===== src/rtl/branch_back_mc_if.sv =====
// branch_back_mc_if: bundle between branch-resolution producers, the writeback
// arbiter and the warp scheduler.
//   in_valid_i/in_ready_o  per-channel push handshake
//   in_wid_i/in_jump_i/in_new_pc_i  packed per-channel payload (channel k at [k*W +: W])
//   out_valid_o/out_ready_i  scheduler handshake
//   out_wid_o/out_jump_o/out_new_pc_o/out_ch_o  presented entry and its source channel
// master: the producer/scheduler side; slave: the arbiter.
`ifndef DEPTH_WARP
`define DEPTH_WARP 5
`endif

interface branch_back_mc_if #(
    parameter int unsigned NUM_CH = 2,
    parameter int unsigned WID_W  = `DEPTH_WARP,
    parameter int unsigned PC_W   = 32,
    parameter int unsigned CH_W   = (NUM_CH > 1) ? $clog2(NUM_CH) : 1
);
    logic [NUM_CH-1:0]       in_valid_i;
    logic [NUM_CH-1:0]       in_ready_o;
    logic [NUM_CH*WID_W-1:0] in_wid_i;
    logic [NUM_CH-1:0]       in_jump_i;
    logic [NUM_CH*PC_W-1:0]  in_new_pc_i;
    logic                    out_valid_o;
    logic                    out_ready_i;
    logic [WID_W-1:0]        out_wid_o;
    logic                    out_jump_o;
    logic [PC_W-1:0]         out_new_pc_o;
    logic [CH_W-1:0]         out_ch_o;

    modport master (
        output in_valid_i, in_wid_i, in_jump_i, in_new_pc_i, out_ready_i,
        input  in_ready_o, out_valid_o, out_wid_o, out_jump_o, out_new_pc_o, out_ch_o
    );

    modport slave (
        input  in_valid_i, in_wid_i, in_jump_i, in_new_pc_i, out_ready_i,
        output in_ready_o, out_valid_o, out_wid_o, out_jump_o, out_new_pc_o, out_ch_o
    );
endinterface


===== src/rtl/branch_back_mc.sv =====
// branch_back_mc: multi-channel branch-resolution writeback arbiter.
// Each producer channel pushes {wid, jump, new_pc} into its own FIFO; one head
// per cycle is forwarded to the warp scheduler under fixed or round-robin
// arbitration. A stalled grant is locked so the presented entry never changes
// before it is accepted.
// Ports:
//   clk  clock
//   rst  asynchronous active-high reset (discards all queued entries)
//   bus  branch_back_mc_if.slave (producer pushes, scheduler pop port)
`ifndef DEPTH_WARP
`define DEPTH_WARP 5
`endif

module branch_back_mc #(
    parameter int unsigned NUM_CH     = 2,
    parameter int unsigned FIFO_DEPTH = 2,
    parameter int unsigned WID_W      = `DEPTH_WARP,
    parameter int unsigned PC_W       = 32,
    parameter int unsigned RR_MODE    = 0,
    parameter int unsigned CH_W       = (NUM_CH > 1) ? $clog2(NUM_CH) : 1
) (
    input logic             clk,
    input logic             rst,
    branch_back_mc_if.slave bus
);
    localparam int unsigned PTR_W = $clog2(FIFO_DEPTH);
    localparam int unsigned CNT_W = PTR_W + 1;

    typedef struct packed {
        logic [WID_W-1:0] wid;
        logic             jump;
        logic [PC_W-1:0]  pc;
    } entry_t;

    typedef enum logic {
        S_FREE = 1'b0,
        S_LOCK = 1'b1
    } state_t;

    entry_t           mem    [NUM_CH][FIFO_DEPTH];
    logic [PTR_W-1:0] wr_ptr [NUM_CH];
    logic [PTR_W-1:0] rd_ptr [NUM_CH];
    logic [CNT_W-1:0] count  [NUM_CH];

    state_t            state, state_n;
    logic [CH_W-1:0]   lock_ch, last_grant, grant, rr_idx;
    logic [NUM_CH-1:0] req, in_ready, push, pop;
    logic              out_valid, hs, found;
    entry_t            head;

    // Per-channel request/ready/push/pop; ready looks only at registered occupancy.
    always_comb begin
        for (int unsigned k = 0; k < NUM_CH; k++) begin
            req[k]      = (count[k] != '0);
            in_ready[k] = !rst && (count[k] != CNT_W'(FIFO_DEPTH));
            push[k]     = bus.in_valid_i[k] && in_ready[k];
            pop[k]      = hs && (grant == CH_W'(k));
        end
    end

    assign bus.in_ready_o = in_ready;

    // FIFO pointers and occupancy; push and pop on one channel leave count unchanged.
    always_ff @(posedge clk or posedge rst) begin
        if (rst) begin
            for (int unsigned k = 0; k < NUM_CH; k++) begin
                wr_ptr[k] <= '0;
                rd_ptr[k] <= '0;
                count[k]  <= '0;
            end
        end else begin
            for (int unsigned k = 0; k < NUM_CH; k++) begin
                if (push[k]) wr_ptr[k] <= wr_ptr[k] + PTR_W'(1);
                if (pop[k])  rd_ptr[k] <= rd_ptr[k] + PTR_W'(1);
                count[k] <= count[k] + CNT_W'(push[k]) - CNT_W'(pop[k]);
            end
        end
    end

    // FIFO storage is deliberately not reset; occupancy alone decides validity.
    always_ff @(posedge clk) begin
        for (int unsigned k = 0; k < NUM_CH; k++) begin
            if (push[k]) begin
                mem[k][wr_ptr[k]] <= '{wid:  bus.in_wid_i[k*WID_W +: WID_W],
                                       jump: bus.in_jump_i[k],
                                       pc:   bus.in_new_pc_i[k*PC_W +: PC_W]};
            end
        end
    end

    // Lock state register.
    always_ff @(posedge clk or posedge rst) begin
        if (rst) state <= S_FREE;
        else     state <= state_n;
    end

    // Lock engages on a stalled presentation and releases on handshake.
    always_comb begin
        state_n = state;
        case (state)
            S_FREE:  if (out_valid && !bus.out_ready_i) state_n = S_LOCK;
            S_LOCK:  if (bus.out_ready_i)               state_n = S_FREE;
            default: state_n = S_FREE;
        endcase
    end

    // Arbitration and output mux; a locked grant overrides any new requester.
    always_comb begin
        grant  = '0;
        rr_idx = '0;
        found  = 1'b0;
        head   = '0;
        if (state == S_LOCK) begin
            grant = lock_ch;
            found = 1'b1;
        end else if (RR_MODE == 0) begin
            for (int unsigned k = 0; k < NUM_CH; k++) begin
                if (req[k] && !found) begin
                    grant = CH_W'(k);
                    found = 1'b1;
                end
            end
        end else begin
            // Search begins just after the last granted channel, wrapping.
            for (int unsigned i = 1; i <= NUM_CH; i++) begin
                rr_idx = CH_W'((32'(last_grant) + i) % NUM_CH);
                if (req[rr_idx] && !found) begin
                    grant = rr_idx;
                    found = 1'b1;
                end
            end
        end

        for (int unsigned k = 0; k < NUM_CH; k++) begin
            if (grant == CH_W'(k)) head = mem[k][rd_ptr[k]];
        end

        out_valid = (state == S_LOCK) || (|req);
        hs        = out_valid && bus.out_ready_i;

        bus.out_valid_o  = out_valid;
        bus.out_wid_o    = out_valid ? head.wid  : '0;
        bus.out_jump_o   = out_valid ? head.jump : 1'b0;
        bus.out_new_pc_o = out_valid ? head.pc   : '0;
        bus.out_ch_o     = out_valid ? grant     : '0;
    end

    // Locked channel capture and round-robin history.
    always_ff @(posedge clk or posedge rst) begin
        if (rst) begin
            lock_ch    <= '0;
            last_grant <= CH_W'(NUM_CH - 1);
        end else begin
            if (state == S_FREE && state_n == S_LOCK) lock_ch <= grant;
            if (hs) last_grant <= grant;
        end
    end
endmodule


===== src/flat_wrapper.sv =====
// flat-port wrapper written by rule: the top's interface ports become plain ports
module branch_back_mc_flat 
#(
    parameter int unsigned NUM_CH     = 2,
    parameter int unsigned FIFO_DEPTH = 2,
    parameter int unsigned WID_W      = `DEPTH_WARP,
    parameter int unsigned PC_W       = 32,
    parameter int unsigned RR_MODE    = 0,
    parameter int unsigned CH_W       = (NUM_CH > 1) ? $clog2(NUM_CH) : 1
)
  (clk, rst, bus_in_valid_i, bus_in_wid_i, bus_in_jump_i, bus_in_new_pc_i, bus_out_ready_i, bus_in_ready_o, bus_out_valid_o, bus_out_wid_o, bus_out_jump_o, bus_out_new_pc_o, bus_out_ch_o);
  branch_back_mc_if #(.NUM_CH(NUM_CH), .WID_W(WID_W), .PC_W(PC_W), .CH_W(CH_W)) bus_i ();
  input logic clk;
  input logic rst;
  input wire logic [$bits(bus_i.in_valid_i)-1:0] bus_in_valid_i;
  input wire logic [$bits(bus_i.in_wid_i)-1:0] bus_in_wid_i;
  input wire logic [$bits(bus_i.in_jump_i)-1:0] bus_in_jump_i;
  input wire logic [$bits(bus_i.in_new_pc_i)-1:0] bus_in_new_pc_i;
  input wire logic [$bits(bus_i.out_ready_i)-1:0] bus_out_ready_i;
  output wire logic [$bits(bus_i.in_ready_o)-1:0] bus_in_ready_o;
  output wire logic [$bits(bus_i.out_valid_o)-1:0] bus_out_valid_o;
  output wire logic [$bits(bus_i.out_wid_o)-1:0] bus_out_wid_o;
  output wire logic [$bits(bus_i.out_jump_o)-1:0] bus_out_jump_o;
  output wire logic [$bits(bus_i.out_new_pc_o)-1:0] bus_out_new_pc_o;
  output wire logic [$bits(bus_i.out_ch_o)-1:0] bus_out_ch_o;
  assign bus_i.in_valid_i = bus_in_valid_i;
  assign bus_i.in_wid_i = bus_in_wid_i;
  assign bus_i.in_jump_i = bus_in_jump_i;
  assign bus_i.in_new_pc_i = bus_in_new_pc_i;
  assign bus_i.out_ready_i = bus_out_ready_i;
  assign bus_in_ready_o = bus_i.in_ready_o;
  assign bus_out_valid_o = bus_i.out_valid_o;
  assign bus_out_wid_o = bus_i.out_wid_o;
  assign bus_out_jump_o = bus_i.out_jump_o;
  assign bus_out_new_pc_o = bus_i.out_new_pc_o;
  assign bus_out_ch_o = bus_i.out_ch_o;
  branch_back_mc #(.NUM_CH(NUM_CH), .FIFO_DEPTH(FIFO_DEPTH), .WID_W(WID_W), .PC_W(PC_W), .RR_MODE(RR_MODE), .CH_W(CH_W)) u_core (.clk(clk), .rst(rst), .bus(bus_i));
endmodule

===== config.mk =====
export PLATFORM = sky130hd
export DESIGN_NAME = branch_back_mc_flat
export DESIGN_NICKNAME = d
export VERILOG_FILES = /design/src/rtl/branch_back_mc_if.sv /design/src/rtl/branch_back_mc.sv /design/src/flat_wrapper.sv
export SDC_FILE = /design/constraint.sdc
export NUM_CORES = 1
export LEC_CHECK = 0
export BUFFER_PORTS_ARGS = -buffer_cell sky130_fd_sc_hd__buf_2
export CAP_MARGIN = 20
export CORE_UTILIZATION = 45
export DETAILED_ROUTE_END_ITERATION = 8
export GPL_ROUTABILITY_DRIVEN = 0
export HOLD_SLACK_MARGIN = 0.06
export PLACE_DENSITY = 0.75
export SLEW_MARGIN = 30
export SYNTH_ARGS = -nofsm -noshare
export SYNTH_HDL_FRONTEND = slang
export SYNTH_SLANG_ARGS = --single-unit

===== constraint.sdc =====
create_clock -name clk -period 3.8 [get_ports clk]
set_clock_uncertainty 0.15 [all_clocks]
set_input_delay 1.14 -clock clk [delete_from_list [all_inputs] [get_ports clk]]
set_output_delay 1.14 -clock clk [all_outputs]
set_load 0.005 [all_outputs]

==> metrics, run 1 <==
Worst IR Drop VDD=477 uV; cell row count=44; Final Cycle Share=92.8%; mapped cell area=0.00675 mm2; Avg WL per Cell=19.5 um; critical path type=register to primary output; Startpoint Class=register; Required @ worst endpoint=2510 ps; most common cell after layout, fill and taps aside=edfxtp_1; synthesized instance count=382; starting density of the core=46.3%; postcts setup bufs=0; maximum capacitance violations=0; Final nets=598; most frequent cells in the layout=152 x edfxtp_1, 122 x buf_2, 76 x mux2i_1, 37 x mux2_1, 29 x o22ai_1; sequential area share after synthesis=71.3%; Max-slew headroom=between 50% and 60%; final setup fails=0; H-tree depth=4; core area=0.0146 mm2; Clock transition at path regs=60 ps; CP endpoint kind=primary output; routed vias=3,843; Die Y=124 um; die width=roughly 120 um; Clock Path Buffers=2; outcome=completed; Top Layer Used=met4; share of cells above drive strength 1=33.8%; Leakage=approximately 3.3 nW; critical path peak fanout=18; Ys Warns=0; filler cell count=1,119; TNS Setup=0 ps; # resized after CTS=0; CP Data Arrival Time=roughly 2200 ps; RSZ-0062 raised after global routing=no; CTS Buf Count=17; area of the die=0.0155 mm2; synthesized flop and latch total=between 150 and 200; Hold WC Path Type=register to register; PD cells=731 mW/mm2; initial antenna violation count=1; number of vias per cell=5.41; final design utilization=56.7%; Skew-Pair Late Insertion Delay=420 ps; WHS=between 300 and 400 ps; Fin. Hold Viols=0; met2 routed WL=6.99 mm; vias in the first global route=4,160; wl on met1=5.92 mm; gr usage total=19.0%; post-synth cell types=32; Final Power=6.05 mW; setup slack after layout=274 ps; met3 WL=752 um; Final Max Tran Viols=0; Period minus WS final=3530 ps; Post-DP HPWL=~8.8 mm; hold-fix buffer count after cts=0; CTS tree=built; Root Driver=clkbuf_16; average size of a mapped cell=17.7 um2; largest net degree at the start of global routing=41; DRC=0; IO Port Bufs=122; dpl ws=723 ps; drt total wl=between 10 and 15 mm; Antenna Violating Nets Remaining=0; Max Clock Freq=284 MHz; Area Growth Syn to Fin=22.7%; Worst Max-Slew Pin Slew=665 ps; syn nets=467; I/O pins=123; drt pass-1 iters=4; first-pass GRT wire length=21.9 mm; Congestion Overflow GR=0; initial DRC count=238; CTS sink count=162
[stage by stage]
| stage | instances | instance area [um2] |
|---|---|---|
| after global routing | 710 | 8280 |
| after detailed placement | 678 | 7650 |
| final | 711 | 8280 |
| after CTS | 710 | 8280 |
| after global placement | 678 | 7650 |
| after floorplan | 382 | 6750 |
[state kept, by name, summed over array words and instances (netlist names)]
register	count
u_core.wr_ptr	2
u_core.count	4
u_core.mem	152
u_core.lock_ch	1
u_core.state	1
u_core.rd_ptr	2
[final timing paths]
path / from / to / slack, ps / cells after the start
worst min-delay path: u_core.lock_ch$_DFFE_PP0P_ / u_core.lock_ch$_DFFE_PP0P_ / 390 / 1
max in group asynchronous: rst / u_core.rd_ptr[0]$_DFFE_PP0P_ / 2760 / 3
min in group asynchronous: rst / u_core.wr_ptr[1]$_DFFE_PP0N_ / 570 / 3
worst min register to register: u_core.lock_ch$_DFFE_PP0P_ / u_core.lock_ch$_DFFE_PP0P_ / 390 / 1
worst max-delay path: u_core.rd_ptr[1]$_DFFE_PP0P_ / bus_out_new_pc_o[23] / 270 / 5
worst max register to register: u_core.state$_DFF_PP0_ / u_core.count[1]$_DFF_PP0_ / 1390 / 9
[cells by family (layout without fill, tap and decap cells)]
group,after synthesis,count (layout),share of synthesized area [%]
AO/OA/AOI/OAI,48,48,5.36
multiplexers,114,114,17.6
flip-flops,162,162,71.3
buffers and inverters,32,176,2.71
adder cells (fa/ha/maj),4,4,0.742
XOR/XNOR,7,7,0.908
AND/OR/NAND/NOR,15,15,1.33
other,0,1,0
[worst max-delay path: stages (launching register included)]
cell and delay [ps]:
dfrtp_2 800, buf_4 310, mux2i_1 90, mux2_1 290, o22ai_1 170, buf_2 150
[final cells by class]
| cell class | count | area (um2) | share of cell area [%] |
|---|---|---|---|
| diodes | 1 | 2.50 | 0.0302 |
| well taps | 184 | 230 | 2.78 |
| repair buffers | 134 | 788 | 9.52 |
| inverters | 10 | 37.5 | 0.453 |
| flip-flops and latches | 162 | 4820 | 58.2 |
| clock inverters | 13 | 190 | 2.30 |
| clock buffers | 19 | 433 | 5.23 |
| multi-input cells | 188 | 1780 | 21.5 |
[layer usage]
| layer | global-route usage (%) | up-vias |
|---|---|---|
| li1 | - | 1773 |
| met1 | 22.6 | 1934 |
| met2 | 32.1 | 119 |
| met3 | 5.76 | 17 |
| met4 | 7.87 | 0 |
| met5 | 0 | - |
[Yosys cell counts (all sizes together)]
library cell  number  area share (%)
nand2              2            0.15
edfxtp           152              68
ha                 4            0.74
buf               18             1.9
nand2b             2            0.19
dfrtp             10             3.7
clkbuf             4            0.28
and3               3            0.28
o21a               1            0.11
o32a               1            0.15
or3                1           0.093
mux2i             76              11
o22ai             38             4.4
nor2               4            0.22
a21oi              3            0.22
o21ai              1           0.074
nor2b              1           0.093
o211ai             4            0.44
xnor2              6            0.78
xor2               1            0.13
nor3               2            0.32
mux2              38             6.3
inv               10            0.56
[power by group]
| group | switching (mW) | internal, mW | leakage [nW] |
|---|---|---|---|
| clock network | 0.660 | 1.15 | 0.299 |
| registers | 0.208 | 2.24 | 1.50 |
| logic | 0.917 | 0.881 | 1.48 |
| total | 1.78 | 4.27 | 3.28 |
Note: power is estimated with default switching activity, not from simulation.
==> run 2: changes to the inputs <==
--- a/config.mk
+++ b/config.mk
@@ -5,6 +5,7 @@
 export SDC_FILE = /design/constraint.sdc
 export NUM_CORES = 1
 export LEC_CHECK = 0
+export ABC_CLOCK_PERIOD_IN_PS = 3800
 export BUFFER_PORTS_ARGS = -buffer_cell sky130_fd_sc_hd__buf_2
 export CAP_MARGIN = 20
 export CORE_UTILIZATION = 45
==> constraint.sdc (replaced) <==
create_clock -name clk -period 3.8 [get_ports clk]
set_clock_uncertainty 0.15 [all_clocks]
set_input_delay 1.14 -clock clk [delete_from_list [all_inputs] [get_ports clk]]
set_output_delay 1.14 -clock clk [all_outputs]
set_load 0.1 [all_outputs]
==> run 2 against run 1 <==
Net effect: flip-flop and latch count unchanged; final area increased by 7.6%; first-iteration DRC count decreased by 0.84%; clock-buffer cell count down 2; critical path type unchanged; fmax is 2.4% lower; largest cell class unchanged; critical path depth did not move; die area did not move; non-clock buffer count increased by 3; register-to-register slack improved by 180 ps; sequential share of layout area decreased by 4.1 points; cell count is 0.56% higher; worst hold slack improved by 16 ps.
==> metrics, run 2 (synthesis results as in run 1) <==
met2 usage=32.9%; Post-DP HPWL=roughly 9 mm; TNS Setup=0 ps; number of vias per cell=roughly 5.4; RSZ-0062 raised after global routing=no; starting density of the core=46.3%; outcome=completed; initial antenna violation count=0; maximum capacitance violations=0; area of the die=0.0155 mm2; Buf+Inv Stages, Crit Path=2; gr usage total=19.2%; final setup fails=0; Max Clock Freq=277 MHz; final instance area=slightly below 0.009 mm2; CP endpoint kind=primary output; DRC=0; worst path cell trace=buf_12 -> mux2i_1 -> mux2_1 -> o22ai_1 -> buf_12; Period minus WS final=3610 ps; Root Driver=clkbuf_16; share of cells above drive strength 1=between 30% and 40%; cell row count=44; crit-path max cell delay=670 ps; vias in the first global route=4,166; Clock Path Buffers=2; Max-slew headroom=57.1%; routed vias=roughly 3,800; H-tree depth=4; critical path peak fanout=17; core area=0.0146 mm2; GR Util met3=between 5 and 6%; Clock transition at path regs=60 ps; crit-path leading delay family=flip-flops; CTS tree=built; CTS sink count=162; drt total wl=14.4 mm; Avg WL per Cell=20.1 um; Area Growth Syn to Fin=31.9%; critical path type=register to primary output; largest net degree at the start of global routing=42; CP Data Arrival Time=2320 ps; most common cell after layout, fill and taps aside=edfxtp_1; Startpoint Class=register; Required @ worst endpoint=2510 ps; initial DRC count=about 240; Die Y=124 um; CTS Buf Count=17; Hold WC Path Type=register to register; final design utilization=61.0%; Final nets=602; first-pass GRT wire length=22.2 mm; Worst Max-Slew Pin Slew=640 ps; die width=124 um; Fin. Hold Viols=0; IO Port Bufs=122; Placed Area=about 0.0083 mm2; most frequent cells in the layout=152 x edfxtp_1, 84 x buf_2, 76 x mux2i_1, 41 x buf_12, 37 x mux2_1; Final Cycle Share=95.1%; Antenna Violating Nets Remaining=0; grt met1 use=approximately 23%; CP most frequent cell=buf_12; Final Max Tran Viols=0; global routing's busiest layer=met2; CP max-delay cell=dfrtp_2; Skew-Pair Late Insertion Delay=420 ps; I/O pins=123; drt pass-1 iters=4; Congestion Overflow GR=0; max reg flops=152
==> run 2: changes by cell type in the layout (fill, tap and decap cells not counted), sizes merged <==
cell	before	now
inv	10	18
clkinv	7	3
buf	134	137
bufinv	5	2
clkbuf	19	17
clkinvlp	1	2
o21ai	1	2
==> run 2: area by class of cell <==
class | count | area (um2)
inverter | 10 | 37.5
fill | 1051 | 5680
multi-input combinational | 189 | 1890
clock inverter | 15 | 170
antenna | 1 | 2.50
timing repair buffer | 137 | 1330
tap | 184 | 230
clock buffer | 17 | 425
sequential | 162 | 4820
==> run 2: per-stage QoR <==
step / setup WS (ps) / hold slack [ps] / std cells
after floorplan: -65.0 / 328 / 382
after detailed placement: 433 / 385 / 680
after CTS: 2.66 / 399 / 713
after global placement: 515 / 353 / 680
after global routing: 104 / 417 / 714
final: 188 / 408 / 715
==> run 2: metal layers <==
| layer | up-vias | share of wire (%) | routed length (um) |
|---|---|---|---|
| li1 | 1786 | - | - |
| met1 | 1920 | 41 | 5950 |
| met2 | 130 | 53 | 7580 |
| met3 | 4 | 5.7 | 815 |
| met4 | 0 | 0.34 | 49 |
| met5 | - | 0 | 0 |
==> run 2: worst paths after layout <==
check | startpoint | end | cells after the start | slack (ps)
worst max-delay path | u_core.rd_ptr[1]$_DFFE_PP0P_ | bus_out_new_pc_o[20] | 5 | 190
worst min-delay path | u_core.wr_ptr[0]$_DFFE_PP0N_ | u_core.wr_ptr[0]$_DFFE_PP0N_ | 1 | 410
worst max register to register | u_core.state$_DFF_PP0_ | u_core.count[1]$_DFF_PP0_ | 8 | 1570
worst min register to register | u_core.wr_ptr[0]$_DFFE_PP0N_ | u_core.wr_ptr[0]$_DFFE_PP0N_ | 1 | 410
max in group asynchronous | rst | u_core.rd_ptr[1]$_DFFE_PP0P_ | 3 | 2710
min in group asynchronous | rst | u_core.count[1]$_DFF_PP0_ | 3 | 630
==> run 2: repair_timing <==
action	CTS	global route
setup buffers	0	1
cloned	1	0
resized for setup	0	1
pin swaps	1	1
endpoints found under the setup margin	2	9
hold buffers	0	0
Power of run 2 is not shown: default switching activity piles up to over one toggle a cycle in this logic, so the estimate is an artifact.
==> run 3: changes to the inputs <==
--- a/config.mk
+++ b/config.mk
@@ -12,7 +12,9 @@
 export DETAILED_ROUTE_END_ITERATION = 8
 export GPL_ROUTABILITY_DRIVEN = 0
 export HOLD_SLACK_MARGIN = 0.06
+export MAX_ROUTING_LAYER = met4
 export PLACE_DENSITY = 0.75
+export REMOVE_ABC_BUFFERS = 1
 export SLEW_MARGIN = 30
 export SYNTH_ARGS = -nofsm -noshare
 export SYNTH_HDL_FRONTEND = slang
==> run 3 against run 2 <==
Net effect: worst hold slack lost 27 ps; sequential share of layout area increased by 0.76 points; die area is the same; global-route usage grew 0.12 points; register-to-register slack lost 80 ps; clock-buffer cell count is 4 higher; first-iteration DRC count increased by 11%; cell count decreased by 0.14%; non-clock buffer count increased by 1; final area fell by 1.4%; flip-flop and latch count unchanged; largest cell class unchanged.
==> metrics, run 3 (synthesis results as in run 1) <==
Period minus WS final=approximately 3500 ps; TNS Setup=0 ps; most frequent cells in the layout=152 x edfxtp_1, 84 x buf_2, 76 x mux2i_1, 39 x buf_12, 37 x mux2_1; area of the die=0.0155 mm2; Root Driver=clkbuf_16; Required @ worst endpoint=between 2000 and 3000 ps; Worst Reg-to-Reg Cells=8; maximum capacitance violations=0; Congestion Overflow GR=0; dpl ws=666 ps; drt total wl=14.0 mm; critical path peak fanout=20; CTS tree=built; IO Port Bufs=122; Startpoint Class=register; Setup crit end=bus_out_new_pc_o[25]; most common cell after layout, fill and taps aside=edfxtp_1; outcome=completed; initial DRC count=262; Area Growth Syn to Fin=30.1%; Max-slew headroom=62.0%; Final Max Tran Viols=0; Clock Path Buffers=2; CP startpoint=u_core.state$_DFF_PP0_; Fin. Hold Viols=0; number of vias per cell=5.38; hold-fix buffer count after cts=0; Worst Max-Slew Pin Slew=570 ps; starting density of the core=a little under half; initial antenna violation count=1; CTS Buf Count=17; first-pass GRT wire length=21.9 mm; RSZ-0062 raised after global routing=no; largest net degree at the start of global routing=25; Skew-Pair Late Insertion Delay=420 ps; Crit Reg-Reg Endpoint=u_core.count[1]$_DFF_PP0_; CP Data Arrival Time=2200 ps; Final nets=602; max reg flops=152; critical path type=register to primary output; final setup fails=0; # resized after CTS=0; vias in the first global route=4,150; Max Clock Freq=287 MHz; I/O pins=123; drt pass-1 iters=5; Post-DP HPWL=9.29 mm; postcts setup bufs=0; die width=124 um; Avg WL per Cell=~20 um; Clock transition at path regs=60 ps; CTS sink count=162; Die Y=124 um; DRC=0; routed vias=3,843; share of cells above drive strength 1=between 30 and 40%; gr usage total=19.3%; Hold WC Path Type=register to register; setup slack after layout=313 ps; core area=0.0146 mm2; worst reg2reg path startpoint=u_core.count[3]$_DFF_PP0_; H-tree depth=4; Antenna Violating Nets Remaining=0; cell row count=44; CP endpoint kind=primary output; Final Cycle Share=91.8%; R2R Setup Slk=1490 ps
run 3: metal layers:
layer	wire length, um	GRT usage [%]
met5	0	-
met4	192	7.58
met3	707	4.55
met2	7330	32.4
met1	5740	22.4
run 3: worst min path at each step:
stage / startpoint / to / slack [ps] / cells past startpoint
2_1_floorplan: u_core.wr_ptr[1]$_DFFE_PP0N_ / u_core.wr_ptr[1]$_DFFE_PP0N_ / 310 / 1
3_3_place_gp: u_core.lock_ch$_DFFE_PP0P_ / u_core.lock_ch$_DFFE_PP0P_ / 360 / 1
3_5_place_dp: u_core.lock_ch$_DFFE_PP0P_ / u_core.lock_ch$_DFFE_PP0P_ / 390 / 1
4_1_cts: u_core.lock_ch$_DFFE_PP0P_ / u_core.lock_ch$_DFFE_PP0P_ / 390 / 1
5_1_grt: u_core.lock_ch$_DFFE_PP0P_ / u_core.lock_ch$_DFFE_PP0P_ / 400 / 1
6_report: u_core.lock_ch$_DFFE_PP0P_ / u_core.lock_ch$_DFFE_PP0P_ / 380 / 1
run 3: final cells by class:
cell class | count | area [um2]
inverter | 10 | 37.5
clock inverter | 10 | 160
antenna | 1 | 2.50
fill | 1050 | 5810
timing repair buffer | 138 | 1310
multi-input combinational | 188 | 1780
sequential | 162 | 4820
clock buffer | 21 | 440
tap | 184 | 230
run 3: critical path, stage by stage (launching register included):
cell     delay [ps]
dfrtp_1         450
nand2_2         110
buf_4           280
mux2_1          360
o22ai_1         320
buf_12          230
run 3: stage by stage:
stage	instances	util [%]	hold WS (ps)	cell area, um2
after detailed placement	682	56.1	388	8180
final	714	60.2	381	8780
after global placement	682	56.1	360	8180
after CTS	713	60.2	387	8780
after global routing	714	60.2	403	8780
after floorplan	360	-	310	6600
Power of run 3 is left out for the same reason.
